[src/rtl/decode_ctrl_pipe.sv]
// decode_ctrl_pipe: registered RV32I/RV32M decode control stage.
// One instruction is decoded per handshake. The control bundle, instruction and PC
// are held in a single-entry register that feeds execute. Divide-class ops hold the
// entry invisible (BUSY) for DIV_LATENCY cycles before it is presented downstream.
module decode_ctrl_pipe #(
  parameter int DWIDTH      = 32,
  parameter bit EN_MEXT     = 1'b1,
  parameter int DIV_LATENCY = 8
) (
  input  logic              clk,
  input  logic              reset,
  input  logic              in_valid_i,
  output logic              in_ready_o,
  input  logic [DWIDTH-1:0] insn_i,
  input  logic [DWIDTH-1:0] pc_i,
  input  logic              flush_i,
  output logic              out_valid_o,
  input  logic              out_ready_i,
  output logic [DWIDTH-1:0] insn_o,
  output logic [DWIDTH-1:0] pc_o,
  output logic              pcsel_o,
  output logic              immsel_o,
  output logic              regwren_o,
  output logic              rs1sel_o,
  output logic              rs2sel_o,
  output logic              memren_o,
  output logic              memwren_o,
  output logic [1:0]        wbsel_o,
  output logic [4:0]        alusel_o,
  output logic              illegal_o
);

  localparam logic [6:0] OPC_LUI    = 7'b0110111;
  localparam logic [6:0] OPC_AUIPC  = 7'b0010111;
  localparam logic [6:0] OPC_JAL    = 7'b1101111;
  localparam logic [6:0] OPC_JALR   = 7'b1100111;
  localparam logic [6:0] OPC_BRANCH = 7'b1100011;
  localparam logic [6:0] OPC_LOAD   = 7'b0000011;
  localparam logic [6:0] OPC_STORE  = 7'b0100011;
  localparam logic [6:0] OPC_OP_IMM = 7'b0010011;
  localparam logic [6:0] OPC_OP     = 7'b0110011;
  localparam logic [6:0] OPC_SYSTEM = 7'b1110011;

  localparam logic [1:0] WBSEL_ALU = 2'd0;
  localparam logic [1:0] WBSEL_MEM = 2'd1;
  localparam logic [1:0] WBSEL_PC4 = 2'd2;
  localparam logic [1:0] WBSEL_IMM = 2'd3;

  localparam logic [4:0] ALU_OP_ADD    = 5'd0;
  localparam logic [4:0] ALU_OP_SUB    = 5'd1;
  localparam logic [4:0] ALU_OP_SLL    = 5'd2;
  localparam logic [4:0] ALU_OP_SLT    = 5'd3;
  localparam logic [4:0] ALU_OP_SLTU   = 5'd4;
  localparam logic [4:0] ALU_OP_XOR    = 5'd5;
  localparam logic [4:0] ALU_OP_SRL    = 5'd6;
  localparam logic [4:0] ALU_OP_SRA    = 5'd7;
  localparam logic [4:0] ALU_OP_OR     = 5'd8;
  localparam logic [4:0] ALU_OP_AND    = 5'd9;
  localparam logic [4:0] ALU_OP_COPY_B = 5'd10;
  localparam logic [4:0] ALU_OP_MUL    = 5'd11;
  localparam logic [4:0] ALU_OP_MULH   = 5'd12;
  localparam logic [4:0] ALU_OP_MULHSU = 5'd13;
  localparam logic [4:0] ALU_OP_MULHU  = 5'd14;
  localparam logic [4:0] ALU_OP_DIV    = 5'd15;
  localparam logic [4:0] ALU_OP_DIVU   = 5'd16;
  localparam logic [4:0] ALU_OP_REM    = 5'd17;
  localparam logic [4:0] ALU_OP_REMU   = 5'd18;

  localparam int CNT_W = (DIV_LATENCY > 1) ? $clog2(DIV_LATENCY) : 1;
  localparam logic [CNT_W-1:0] DIV_LOAD = CNT_W'(DIV_LATENCY - 1);

  typedef enum logic [1:0] {EMPTY, FULL, BUSY} state_t;

  // Base integer ALU op for a funct3; sra selects arithmetic right shift.
  function automatic logic [4:0] alu_base(input logic [2:0] f3, input logic sra);
    case (f3)
      3'd0:    alu_base = ALU_OP_ADD;
      3'd1:    alu_base = ALU_OP_SLL;
      3'd2:    alu_base = ALU_OP_SLT;
      3'd3:    alu_base = ALU_OP_SLTU;
      3'd4:    alu_base = ALU_OP_XOR;
      3'd5:    alu_base = sra ? ALU_OP_SRA : ALU_OP_SRL;
      3'd6:    alu_base = ALU_OP_OR;
      default: alu_base = ALU_OP_AND;
    endcase
  endfunction

  // RV32M op for a funct3 (MUL..REMU in encoding order).
  function automatic logic [4:0] alu_mext(input logic [2:0] f3);
    case (f3)
      3'd0:    alu_mext = ALU_OP_MUL;
      3'd1:    alu_mext = ALU_OP_MULH;
      3'd2:    alu_mext = ALU_OP_MULHSU;
      3'd3:    alu_mext = ALU_OP_MULHU;
      3'd4:    alu_mext = ALU_OP_DIV;
      3'd5:    alu_mext = ALU_OP_DIVU;
      3'd6:    alu_mext = ALU_OP_REM;
      default: alu_mext = ALU_OP_REMU;
    endcase
  endfunction

  logic [6:0] opcode;
  logic [2:0] funct3;
  logic [6:0] funct7;
  logic       rd_nz;

  assign opcode = insn_i[6:0];
  assign funct3 = insn_i[14:12];
  assign funct7 = insn_i[31:25];
  assign rd_nz  = |insn_i[11:7];

  // ---- stage p0: combinational decode of the incoming instruction ----
  logic       pcsel_p0, immsel_p0, regwren_p0, rs1sel_p0, rs2sel_p0;
  logic       memren_p0, memwren_p0, illegal_p0, is_div_p0;
  logic [1:0] wbsel_p0;
  logic [4:0] alusel_p0;

  // Decode opcode/funct fields into the control bundle; illegal encodings zero it.
  always_comb begin
    pcsel_p0   = 1'b0;
    immsel_p0  = 1'b0;
    regwren_p0 = 1'b0;
    rs1sel_p0  = 1'b0;
    rs2sel_p0  = 1'b0;
    memren_p0  = 1'b0;
    memwren_p0 = 1'b0;
    wbsel_p0   = WBSEL_ALU;
    alusel_p0  = ALU_OP_ADD;
    illegal_p0 = 1'b0;
    is_div_p0  = 1'b0;
    case (opcode)
      OPC_LUI: begin
        immsel_p0  = 1'b1;
        wbsel_p0   = WBSEL_IMM;
        alusel_p0  = ALU_OP_COPY_B;
        regwren_p0 = rd_nz;
      end
      OPC_AUIPC: begin
        immsel_p0  = 1'b1;
        regwren_p0 = rd_nz;
      end
      OPC_JAL, OPC_JALR: begin
        pcsel_p0   = 1'b1;
        immsel_p0  = 1'b1;
        wbsel_p0   = WBSEL_PC4;
        rs1sel_p0  = (opcode == OPC_JALR);
        regwren_p0 = rd_nz;
      end
      OPC_BRANCH: begin
        pcsel_p0  = 1'b1;
        immsel_p0 = 1'b1;
        rs1sel_p0 = 1'b1;
        rs2sel_p0 = 1'b1;
      end
      OPC_LOAD: begin
        immsel_p0  = 1'b1;
        rs1sel_p0  = 1'b1;
        memren_p0  = 1'b1;
        wbsel_p0   = WBSEL_MEM;
        regwren_p0 = rd_nz;
      end
      OPC_STORE: begin
        immsel_p0  = 1'b1;
        rs1sel_p0  = 1'b1;
        rs2sel_p0  = 1'b1;
        memwren_p0 = 1'b1;
      end
      OPC_OP_IMM: begin
        immsel_p0  = 1'b1;
        rs1sel_p0  = 1'b1;
        regwren_p0 = rd_nz;
        alusel_p0  = alu_base(funct3, funct7 == 7'b0100000);
      end
      OPC_OP: begin
        rs1sel_p0  = 1'b1;
        rs2sel_p0  = 1'b1;
        regwren_p0 = rd_nz;
        if (funct7 == 7'b0000000) begin
          alusel_p0 = alu_base(funct3, 1'b0);
        end else if (funct7 == 7'b0100000 && funct3 == 3'd0) begin
          alusel_p0 = ALU_OP_SUB;
        end else if (funct7 == 7'b0100000 && funct3 == 3'd5) begin
          alusel_p0 = ALU_OP_SRA;
        end else if (funct7 == 7'b0000001 && EN_MEXT) begin
          alusel_p0 = alu_mext(funct3);
          is_div_p0 = funct3[2];
        end else begin
          illegal_p0 = 1'b1;
        end
      end
      OPC_SYSTEM: ;
      default: illegal_p0 = 1'b1;
    endcase
    if (illegal_p0) begin
      pcsel_p0   = 1'b0;
      immsel_p0  = 1'b0;
      regwren_p0 = 1'b0;
      rs1sel_p0  = 1'b0;
      rs2sel_p0  = 1'b0;
      memren_p0  = 1'b0;
      memwren_p0 = 1'b0;
      wbsel_p0   = WBSEL_ALU;
      alusel_p0  = ALU_OP_ADD;
      is_div_p0  = 1'b0;
    end
  end

  // ---- handshake and occupancy control ----
  state_t           state, state_n;
  logic [CNT_W-1:0] cnt, cnt_n;
  logic             accept;
  logic             vld_p1;

  assign in_ready_o = !flush_i && (state == EMPTY || (state == FULL && out_ready_i));
  assign accept     = in_valid_i && in_ready_o;
  assign vld_p1     = (state == FULL);

  // Next-state logic: refill/drain in FULL, countdown in BUSY, flush overrides all.
  always_comb begin
    state_n = state;
    cnt_n   = cnt;
    case (state)
      EMPTY, FULL: begin
        if (accept) begin
          if (is_div_p0) begin
            state_n = BUSY;
            cnt_n   = DIV_LOAD;
          end else begin
            state_n = FULL;
          end
        end else if (state == FULL && out_ready_i) begin
          state_n = EMPTY;
        end
      end
      BUSY: begin
        if (cnt == '0) begin
          state_n = FULL;
        end else begin
          cnt_n = cnt - CNT_W'(1);
        end
      end
      default: state_n = EMPTY;
    endcase
    if (flush_i) begin
      state_n = EMPTY;
      cnt_n   = '0;
    end
  end

  // State and divide countdown registers.
  always_ff @(posedge clk) begin
    if (reset) begin
      state <= EMPTY;
      cnt   <= '0;
    end else begin
      state <= state_n;
      cnt   <= cnt_n;
    end
  end

  // ---- stage p1: held control bundle, instruction and PC ----
  logic              pcsel_p1, immsel_p1, regwren_p1, rs1sel_p1, rs2sel_p1;
  logic              memren_p1, memwren_p1, illegal_p1;
  logic [1:0]        wbsel_p1;
  logic [4:0]        alusel_p1;
  logic [DWIDTH-1:0] insn_p1, pc_p1;

  // Capture the decoded bundle on accept; the outputs are cleared on reset.
  always_ff @(posedge clk) begin
    if (reset) begin
      pcsel_p1   <= 1'b0;
      immsel_p1  <= 1'b0;
      regwren_p1 <= 1'b0;
      rs1sel_p1  <= 1'b0;
      rs2sel_p1  <= 1'b0;
      memren_p1  <= 1'b0;
      memwren_p1 <= 1'b0;
      illegal_p1 <= 1'b0;
      wbsel_p1   <= WBSEL_ALU;
      alusel_p1  <= ALU_OP_ADD;
      insn_p1    <= '0;
      pc_p1      <= '0;
    end else if (accept) begin
      pcsel_p1   <= pcsel_p0;
      immsel_p1  <= immsel_p0;
      regwren_p1 <= regwren_p0;
      rs1sel_p1  <= rs1sel_p0;
      rs2sel_p1  <= rs2sel_p0;
      memren_p1  <= memren_p0;
      memwren_p1 <= memwren_p0;
      illegal_p1 <= illegal_p0;
      wbsel_p1   <= wbsel_p0;
      alusel_p1  <= alusel_p0;
      insn_p1    <= insn_i;
      pc_p1      <= pc_i;
    end
  end

  assign out_valid_o = vld_p1;
  assign insn_o      = insn_p1;
  assign pc_o        = pc_p1;
  assign pcsel_o     = pcsel_p1;
  assign immsel_o    = immsel_p1;
  assign regwren_o   = regwren_p1;
  assign rs1sel_o    = rs1sel_p1;
  assign rs2sel_o    = rs2sel_p1;
  assign memren_o    = memren_p1;
  assign memwren_o   = memwren_p1;
  assign wbsel_o     = wbsel_p1;
  assign alusel_o    = alusel_p1;
  assign illegal_o   = illegal_p1;

endmodule

[config.mk]
export PLATFORM = sky130hd
export DESIGN_NAME = decode_ctrl_pipe
export DESIGN_NICKNAME = d
export VERILOG_FILES = /design/src/rtl/decode_ctrl_pipe.sv
export SDC_FILE = /design/constraint.sdc
export NUM_CORES = 1
export LEC_CHECK = 0
export CAP_MARGIN = 20
export CORE_MARGIN = 2
export CORE_UTILIZATION = 35
export DETAILED_ROUTE_END_ITERATION = 10
export GPL_TIMING_DRIVEN = 0
export PLACE_DENSITY = 0.77
export SKIP_CTS_REPAIR_TIMING = 1
export SYNTH_ARGS = -nofsm -noshare
export SYNTH_HDL_FRONTEND = slang
export SYNTH_SLANG_ARGS = --single-unit
[constraint.sdc]
create_clock -name clk -period 2.9 [get_ports clk]
set_clock_uncertainty 0.2 [all_clocks]
set_input_delay 0.725 -clock clk [delete_from_list [all_inputs] [get_ports clk]]
set_output_delay 0.725 -clock clk [all_outputs]
set_load 0.005 [all_outputs]
== Word-level counts from Yosys, hierarchy flattened ==
Index checks and enable logic that the tools add are counted.
Storage, ports and cells
  bits in registers: 84
  output and inout port bits: 81
  word-level logic and storage cells: 110
Operators by class
  $add $sub $neg: 1
  equal/unequal tests: 25
  muxes and demuxes: 46
  reductions and logical operators: 24
Operator list (number)
  $pmux 4 s7: 2
  $pmux 5 s7: 1
  $eq 7x6->1 const B: 4
  $eq 7x7->1 const B: 4
  $mux 5: 5
  $mux 1: 24
  $pmux 5 s3: 1
  $eq 7x5->1 const B: 2
  $mux 2: 5
  $reduce_or 5->1: 2
  $eq 3x3->1 const B: 3
  $mux 3: 3
  $reduce_or 9->1: 1
  $ne 2x2->1 const B: 4
  $reduce_or 8->1: 1
  $eq 7x1->1 const B: 1
  $eq 7x2->1 const B: 1
  $logic_not 7->1: 1
  $reduce_or 7->1: 1
  $eq 3x2->1 const B: 2
  $logic_not 3->1: 2
  $pmux 2 s3: 1
  $pmux 3 s2: 1
  $reduce_or 2->1: 3
  15 further kinds: 21

== Longest topological paths before layout ==
  word-level depth: 10
  depth in mapped cells: 7
  depth with buffers taken out: 6

== Worst setup path before layout ==
No wires, ideal clock.
  path kind: in2reg
  from: input insn_i[13]
  to: register alusel_p1[4] (netlist: alusel_o[4])
  library setup time: 70 ps
  arrival: 2146 ps
  data required time: 2630 ps
  slack: 483 ps
  stages: 5
  path through: buf_2 > o31a_1 > a2111o_1 > or4_1 > a21oi_1
On the way
  word-level cells in the longest chain between the ends: 8
Ends and longest elaborated chain
  from (decl): line 14  | input logic [DWIDTH-1:0] insn_i,
  $eq 3x3->1, or another cell as far along: line 90  | case (f3)
  $pmux 5 s7: line 90
  $mux 5: line 184  | end else if (funct7 == 7'b0000001 && EN_MEXT) begin
  $mux 5: line 182  | end else if (funct7 == 7'b0100000 && funct3 == 3'd5) begin
  $mux 5: line 180  | end else if (funct7 == 7'b0100000 && funct3 == 3'd0) begin
  $mux 5: line 178  | if (funct7 == 7'b0000000) begin
  $pmux 5 s3: line 131  | case (opcode)
  $mux 5 *: line 194  | if (illegal_p0) begin
  to (signal assigned): line 293  | alusel_p1 <= alusel_p0;
  to (decl): line 265  | logic [4:0] alusel_p1;
Mark *: on every way between the ends. The rest lies on a longest branch, timed or not.
A chain may end at the register's enable or synchronous reset.

== Worst setup path in the final report ==
  from: input insn_i[3]
  to: register alusel_p1[4] (netlist: alusel_o[4])
On the way
  word-level cells in the longest chain between the ends: 4
Ends and longest elaborated chain (line)
  $eq 7x7->1, or another cell as far along: 131
  $reduce_or 9->1 (no line)
  $pmux 1 s2: 131
  $mux 5 *: 194
Marks and branches as above.

==> impl_metrics.ini <==
[outcome]
status = finished, final reports clean

[critical_path]
worstPathArrival_ps = 2870
crit_fanout = 7
crit_cells = 6
crit_path_max_incr_delay_ps = 550
crit_chain = clkdlybuf4s50_1 > nor3b_2 > nand3_1 > a2111o_1 > or4_1 > a21oi_1
worst_setup_path_end_kind = flip-flop
critPathSlowestCell = clkdlybuf4s50_1
path_class = input pin to flip-flop
critPathRequiredTime_ps = 2980
path_buf_inv = 1
rr_worst_depth = 7
worstSetupStartpointType = input pin
path_delay_family = simple AND/OR/NAND/NOR gates

[sta]
fmax_mhz = 359
finalHoldViolations = 0
rsz0062_at_grt = false
period_minus_slack_ps = 2780
slew_violations = 0
slew_headroom_pct = 61.6
final.period_utilization_pct = 95.9
hold_slack_ps = 254
tightestPinTransition_ps = 576
setup_viol = 0

[place]
gp_congestion = 0.872
hpwlAfterDp_um = 8560
placed_cells = 751
io_buffers = 146

[global_routing]
grt_pass1_vias = 3794
grt_start_max_net_pins = 16
antenna_found_initial = 0
grt_pass1_wl_um = 18500
grt_usage_pct = 20.5
overflow = 0

[cells_and_area]
stdcell_count = 767
antennaDiodeCount = 0
fin_nets = 700
layout-drive-gt1-share_pct = 4.89
area_growth_pct = 52.1
fin_util_pct = 55.4

[power_and_ir_drop]
powerDensity_nw_per_um2 = 457
internal_power_w = 0.00184
p_leak_nw = 1.91
swShare_pct = 26.5
power.net_switching_w = 0.000661
seq_power_share_pct = 48.7
p_comb_share_pct = 15.9
peakVddDrop_mv = 0.294
clock_power_share_pct = 35.3

[logic_synthesis]
yosysWarnings = 0
synthCells = 472
synth_top_cell_by_area = dfxtp_1
syn_nets = 543
synthesis.area_um2 = 3590
synth_top_area_share_pct = 46.8
synth_edf_count = 0
syn_avg_cell_area_um2 = 7.61
ys_seq_area_share_pct = 46.8
synth_commonest_cells = nand2_1, dfxtp_1, a21oi_1, clkbuf_1, nor2_1
async_flop_share_pct = 0
synthFlopType = dfxtp_1
ys_ff_latch = 84
yosysMostFrequentCell = nand2_1
synth.distinct_cells = 48
synthTopCellsByArea = dfxtp_1, nand2_1, a21oi_1, clkbuf_1, o21ai_0

[drt]
drtAntennaViolNets = 0
drc = 0
drt_iter0_drc = 184
dr.pass1.iters = 4
vias_per_cell = 5.09
vias = 3903
drt_wl_total_um = 11500
wire_per_inst_um = 15.0

[clock_tree]
cts_tree = built
clkLatencyLatePin_ps = 350
numCtsBuffers = 9
cts.clk_slew.worst_paths_ps = 80
clockBufferDepth = 2
cts_htree_levels = 3
cts.sinks = 84
cts_root_buffer = clkbuf_8

[floorplanning]
die_h_um = 105
dieArea_um2 = 11100
rows = 36
die_w_um = 105
core-area_um2 = 9860
start_util_pct = 36.4
ios = 150

[worst_hold_path]
hold_depth = 2
hold_class = flip-flop to flip-flop

[job]
timing.max_cap.violations = 0
## worst paths after layout
path,start,endpoint,slack [ps]
max,insn_i[3],alusel_o[4],120
min,alusel_o[4],alusel_o[4],250
max reg2reg,state[0],memwren_o,630
min reg2reg,alusel_o[4],alusel_o[4],250
## final cells by class
type,instances,area [um2]
buffer,37,145
clock buffer,10,138
clock inverter,6,70.1
fill,899,4400
inverter,6,22.5
multi-input combinational,345,1770
sequential,84,1680
tap,133,166
timing repair buffer,146,1470
## cells by family after synthesis
| family | after synthesis | share of synthesized area, % |
|---|---|---|
| simple gates | 215 | 26.6 |
| compound gates | 124 | 20.2 |
| flops | 84 | 46.8 |
| buf+inv | 43 | 4.56 |
| xor+xnor | 3 | 0.732 |
| fa+ha+maj | 2 | 0.697 |
| mux | 1 | 0.313 |
## layout by cell type, fill, tap and decap left out, types with 3 or more instances in the layout
cell and n:
a21oi_1 76, a221oi_1 3, a32oi_1 6, and2_1 3, clkbuf_1 30, clkbuf_2 3
clkbuf_8 10, clkdlybuf4s50_1 144, dfxtp_1 84, inv_1 6, nand2_1 145, nand2b_1 5
nand3_1 9, nand3b_1 3, nor2_1 19, nor2b_1 8, nor3_1 4, o21a_1 3
o21ai_0 16
## worst register-to-register path: stages (launching register included)
cell and delay [ps]:
dfxtp_1 420, nand2b_4 80, nand3_1 160, clkbuf_2 320, clkbuf_1 440, clkbuf_2 350
nand2_1 90, a21oi_1 140
## flip-flops by register name, summed over array words and instances (netlist names)
signal,count
pc_o,32
rs2sel_o,1
memren_o,1
pcsel_o,1
insn_o,32
regwren_o,1
alusel_o,5
illegal_o,1
state,2
memwren_o,1
immsel_o,1
rs1sel_o,1
wbsel_o,2
cnt,3
## routing by layer
| metal | up-vias | GRT usage, % | routed length (um) |
|---|---|---|---|
| met2 | 167 | 34.9 | 5450 |
| met4 | 0 | 4.76 | 89 |
| li1 | 1923 | - | - |
| met5 | - | 0 | 0 |
| met3 | 10 | 6.68 | 1010 |
| met1 | 1803 | 25.1 | 4940 |
## metrics by stage
step           cell area [um2]  power [W]  TNS [ps]  setup WS [ps]
4_1_cts                   5430    0.00251     -1240           -148
3_5_place_dp              5220    0.00164    -10490           -510
3_3_place_gp              5220    0.00163     -9440           -455
5_1_grt                   5460    0.00262         0           35.4
6_report                  5460    0.00250         0            118
2_1_floorplan             3590    0.00140         0            483
## power groups by stage
| stage | sequential (W) | combinational [W] | clock [W] |
|---|---|---|---|
| 2_1_floorplan | 0.00125 | 0.000154 | 0 |
| 3_3_place_gp | 0.00124 | 0.000388 | 0 |
| 3_5_place_dp | 0.00124 | 0.000393 | 0 |
| 4_1_cts | 0.00122 | 0.000395 | 0.000901 |
| 5_1_grt | 0.00122 | 0.000434 | 0.000965 |
| 6_report | 0.00122 | 0.000398 | 0.000882 |
Note: power is estimated with default switching activity, not from simulation.
